--- config.mk ---
export PLATFORM = sky130hd
export DESIGN_NAME = regx_bank
export DESIGN_NICKNAME = d
export VERILOG_FILES = /design/src/rtl/regx_bank.sv
export SDC_FILE = /design/constraint.sdc
export NUM_CORES = 1
export LEC_CHECK = 0
export ABC_CLOCK_PERIOD_IN_PS = 2900
export CAP_MARGIN = 10
export CORE_ASPECT_RATIO = 1.5
export CORE_UTILIZATION = 35
export CTS_CLUSTER_DIAMETER = 200
export DETAILED_ROUTE_END_ITERATION = 16
export HOLD_SLACK_MARGIN = 0.03
export PLACE_DENSITY = 0.56
export SYNTH_ARGS = -nofsm -noshare
export SYNTH_HDL_FRONTEND = slang
export SYNTH_SLANG_ARGS = --single-unit
export TNS_END_PERCENT = 5
--- constraint.sdc ---
create_clock -name clk -period 2.9 [get_ports clk]
set_clock_uncertainty 0.2 [all_clocks]
set_input_delay 0.435 -clock clk [delete_from_list [all_inputs] [get_ports clk]]
set_output_delay 0.435 -clock clk [all_outputs]
set_load 0.01 [all_outputs]
--- src/rtl/regx_bank.sv ---
// regx_bank: keyed, write-protected 8-bit register bank with relock timeout and sticky status.
// Define REGX_BANK_SHADOW_EN to stage protected writes in shadows committed by upd.
module regx_bank #(
   parameter int         N_REG     = 16,
   parameter int         AW        = 6,
   parameter int         LOCK_BASE = 8,
   parameter logic [7:0] KEY0      = 8'h5a,
   parameter logic [7:0] KEY1      = 8'ha5,
   parameter int         TMO       = 255,
   parameter logic [7:0] UNREGX_D  = 8'hff
) (
   input  logic             clk,
   input  logic             rrst,
   input  logic             regx_r,
   input  logic             regx_w,
   input  logic [AW-1:0]    regx_addr,
   input  logic [7:0]       regx_wdat,
   output logic [7:0]       regx_rdat,
   output logic [N_REG*8-1:0] r_bank,
   input  logic             upd,
   input  logic [6:0]       sts_in,
   output logic             unlocked,
   output logic             err_wp
);
   typedef enum logic [1:0] {LOCK = 2'd0, KEY1W = 2'd1, UNLK = 2'd2} state_t;
   localparam logic [AW-1:0] A_KEY = AW'(N_REG);
   localparam logic [AW-1:0] A_STS = AW'(N_REG + 1);
   localparam logic [AW-1:0] A_LB  = AW'(LOCK_BASE);
   localparam logic [7:0]    TMO8  = 8'(TMO);
   state_t state, nxt;
   logic [7:0] cnt, nxt_cnt, sts, rd_val;
   logic [N_REG-1:0][7:0] bank;
   logic prot, viol, acc, wr_key, wr_sts;
   assign prot     = regx_addr >= A_LB && regx_addr < A_KEY;
   assign wr_key   = regx_w && regx_addr == A_KEY;
   assign wr_sts   = regx_w && regx_addr == A_STS;
   assign acc      = regx_w && prot && state == UNLK;
   assign viol     = regx_w && prot && state != UNLK;
   assign unlocked = state == UNLK;
   assign r_bank   = bank;
   always_ff @(posedge clk)
      if (rrst) begin
         state <= LOCK;
         cnt   <= '0;
      end else begin
         state <= nxt;
         cnt   <= nxt_cnt;
      end
   // counter is only meaningful in UNLK; reloaded on entry and on every accepted protected write
   always_comb begin
      nxt = state;
      unique case (state)
         LOCK:    nxt = (wr_key && regx_wdat == KEY0) ? KEY1W : LOCK;
         KEY1W:   nxt = !regx_w ? KEY1W : (wr_key && regx_wdat == KEY1) ? UNLK : LOCK;
         UNLK:    nxt = (wr_key || cnt == 8'd0) ? LOCK : UNLK;
         default: nxt = LOCK;
      endcase
      nxt_cnt = nxt != UNLK ? 8'd0 : (state != UNLK || acc) ? TMO8 : cnt - 8'd1;
   end
   always_comb begin
      rd_val = regx_addr == A_KEY ? {6'h0, state} : regx_addr == A_STS ? sts : UNREGX_D;
      for (int j = 0; j < N_REG; j++)
         if (regx_addr == AW'(j)) rd_val = bank[j];
   end
   always_ff @(posedge clk)
      if (rrst) begin
         sts       <= '0;
         err_wp    <= 1'b0;
         regx_rdat <= '0;
      end else begin
         sts    <= (sts & ~(wr_sts ? regx_wdat : 8'h00)) | {sts_in, viol};
         err_wp <= viol;
         if (regx_r) regx_rdat <= rd_val;
      end
   genvar i;
   for (i = 0; i < N_REG; i++) begin : g_reg
      localparam logic [AW-1:0] IA = AW'(i);
      if (i < LOCK_BASE) begin : g_open
         always_ff @(posedge clk)
            if (rrst) bank[i] <= '0;
            else if (regx_w && regx_addr == IA) bank[i] <= regx_wdat;
      end else begin : g_prot
`ifdef REGX_BANK_SHADOW_EN
         logic [7:0] shadow;
         // commit uses the pre-write shadow; a same-cycle write waits for the next upd
         always_ff @(posedge clk)
            if (rrst) begin
               shadow  <= '0;
               bank[i] <= '0;
            end else begin
               if (acc && regx_addr == IA) shadow <= regx_wdat;
               if (upd) bank[i] <= shadow;
            end
`else
         always_ff @(posedge clk)
            if (rrst) bank[i] <= '0;
            else if (acc && regx_addr == IA) bank[i] <= regx_wdat;
`endif
      end
   end
`ifndef REGX_BANK_SHADOW_EN
   logic unused_upd;
   assign unused_upd = upd;
`endif
endmodule

==> qor.csv <==
metric;value;unit
die area;21790;sq um
pre-CTS setup slack;-15.13;ps
Post-CTS Setup Inserts;0;
post-route ant nets;0;
worst r2r path cells;6;
PortBufs;162;
dpl cells;1297;
RSZ-0062 raised after global routing;no;
Post-Route WL;29380;microns
Layout Utilization;49.98;%
Sinks on Clock Net;155;
FFs w/ async S/R, synth;0;%
vias in the first global route;7124;
VDD IR-drop max;0.3161;mV
vias per inst;5.475;
DRT iter0 DRCs;614;
GRT Total Usage;27.53;%
ranking of synthesized cells by area;dfxtp_1, mux2i_1, nor2_1, a21oi_1, nand2_1;
total grt overflow;0;
CP peak stage delay;600;ps
Mapped Nets;886;
status;finished, final reports clean;
flops & latches, synth;155;
CTS Buffer Depth;2;
cell depth of the worst setup path;8;
clock slew seen by the registers of the worst setup and hold paths;70;ps
drt first pass iters;5;
number of diodes;0;
slowest stage cell, crit path;clkdlybuf4s50_1;
crit end category;flip-flop;
crit path cell chain;clkdlybuf4s50_1 > or3b_1 > buf_4 > a2111oi_0 > nor4_1 > buf_4 > o21ai_1 > a311oi_1;
Highest Clock Rate;399.3;MHz
DP Area;9717;sq um
Hold Violations, Final;0;
sequential area share after synthesis;41.83;%
Worst EP required;3010;ps
die span in y;180.3;microns
post-DR wirelength/cell;22.11;microns
die width;120.9;microns
top-count cell post-synth;dfxtp_1;
CTS tree;built;
nets@finish;1080;
Critical Path Fanout Max;9;
Slew headroom;46.33;%
Slew Viols, Final;0;
Commonest cells post-synth;dfxtp_1, nor2_1, mux2i_1, nand2_1, a21oi_1;
Mapped Cells;858;
cts bufs inserted;17;
initial antenna violation count;0;
I/O pin count;164;
first-pass GRT wire length;44380;microns
CP Launch Type;input pin;
Post-synth EDFFs;0;
hold buffers post-CTS;0;
starting density of the core;36.05;%
site row count;64;
HPWL after DPL;21920;microns
Clock Root Buffer;clkbuf_16;
final worst-path setup slack;395.8;ps
post-synth top area cell;dfxtp_1;
Worst EP arrival;2620;ps
Synth top area share;41.83;%
Hold Path Stages;2;
P per Cell Area;469.0;nW/um^2
Remaining DRCs;0;
Syn-to-layout area delta;38.64;%
Final Cycle Share;86.35;%
yosys synthesis warning count;0;
total number of vias;7276;
Period minus WS final;2504;ps
post-CTS resize count;0;
Non-Filler Instances;1329;
largest net degree at the start of global routing;74;
CP bufs+invs;3;
post-synth cell types;73;
Worst Hold Class;flip-flop to flip-flop;
crit-path leading delay family;buffers and inverters;
Slew @ Worst Pin;805.0;ps
final instance area;10280;sq um
H-tree Lvls;4;
endpoints failing setup;0;
routability cong.;0.9515;
Mapped Area;7418;sq um
type of the worst setup path;input pin to flip-flop;
core outline area;20580;sq um
critical path's most frequent cell;buf_4;
max cap viols;0;
Mean Syn Cell Area;8.646;sq um
ys flop type;dfxtp_1;
Clock Latency Late Sink;430;ps
Leakage;4.133;nW
share of cells above drive strength 1;14.65;%
==> final timing paths <==
path,start,end,slack (ps)
setup / recovery,regx_addr[4],regx_rdat[0]$_SDFFE_PP0P_,400
hold / removal,r_bank[113]$_SDFFE_PP0P_,r_bank[113]$_SDFFE_PP0P_,290
setup reg to reg,cnt[3]$_SDFF_PP0_,cnt[3]$_SDFF_PP0_,800
hold reg to reg,r_bank[113]$_SDFFE_PP0P_,r_bank[113]$_SDFFE_PP0P_,290
==> power breakdown <==
group / internal [mW] / switching, mW / leakage, nW
Sequential: 2.15 / 0.0184 / 1.25
Clock: 1.24 / 0.962 / 0.263
Combinational: 0.177 / 0.280 / 2.62
==> final cells by class <==
class                      instances  area, sq um
multi-input combinational        620         3954
timing repair buffer             246         2285
fill                            2060        10290
tap                              264        330.3
sequential                       155         3103
clock inverter                    11        107.6
inverter                          12        45.04
clock buffer                      21        460.4
==> registers in the layout (all words and copies together), names as in the netlist <==
signal,count
state,2
cnt,8
r_bank,128
err_wp,1
regx_rdat,8
sts,8
==> layer usage <==
| metal | track usage, % | vias up | routed length, microns |
|---|---|---|---|
| met5 | 0 | - | 0 |
| met4 | 12.89 | 0 | 1217 |
| met3 | 4.620 | 68 | 1516 |
| met2 | 48.00 | 251 | 15020 |
| met1 | 32.31 | 3536 | 11630 |
| li1 | - | 3421 | - |
==> cells in the final DEF (no fill, tap or decap), types with 6 or more instances in the layout <==
master / instances
clkbuf_16: 17
o21ai_0: 25
nor3_1: 15
clkdlybuf4s50_1: 158
nand2_1: 89
mux2i_1: 105
nor2_1: 124
nor4_1: 7
nor2b_1: 8
inv_1: 12
a21oi_1: 68
nand3_1: 33
o22ai_1: 13
buf_4: 81
a2bb2oi_1: 6
dfxtp_1: 155
nand2b_1: 10
nand3_2: 7
==> per-stage QoR <==
step           hold WS [ps]  power (mW)  TNS [ps]
4_1_cts               277.0       4.851         0
5_1_grt               302.0       4.972         0
2_1_floorplan         243.0       2.453         0
3_5_place_dp          274.6       2.668    -15.13
6_report              286.4       4.824         0
3_3_place_gp          270.2       2.666         0
==> worst register-to-register path, cell delays in order (launching register included) <==
cell and delay (ps):
dfxtp_1 330, or4_1 580, nor4b_1 340, nor4_1 100, a31oi_2 160, buf_4 190, a21oi_1 60
==> kinds of logic (layout without fill, tap and decap cells) <==
kind of cell / Yosys count / in the layout / share of synthesized area, %
and+or+nand+nor: 332 / 332 / 22.11
AOI/OAI and AO/OA: 168 / 168 / 14.61
DFF: 155 / 155 / 41.83
muxes: 112 / 112 / 15.53
buffers and inverters: 83 / 290 / 4.874
xor gates and xnor gates: 6 / 6 / 0.7084
adders and majority gates: 2 / 2 / 0.3373
Note: power is estimated with default switching activity, not from simulation.
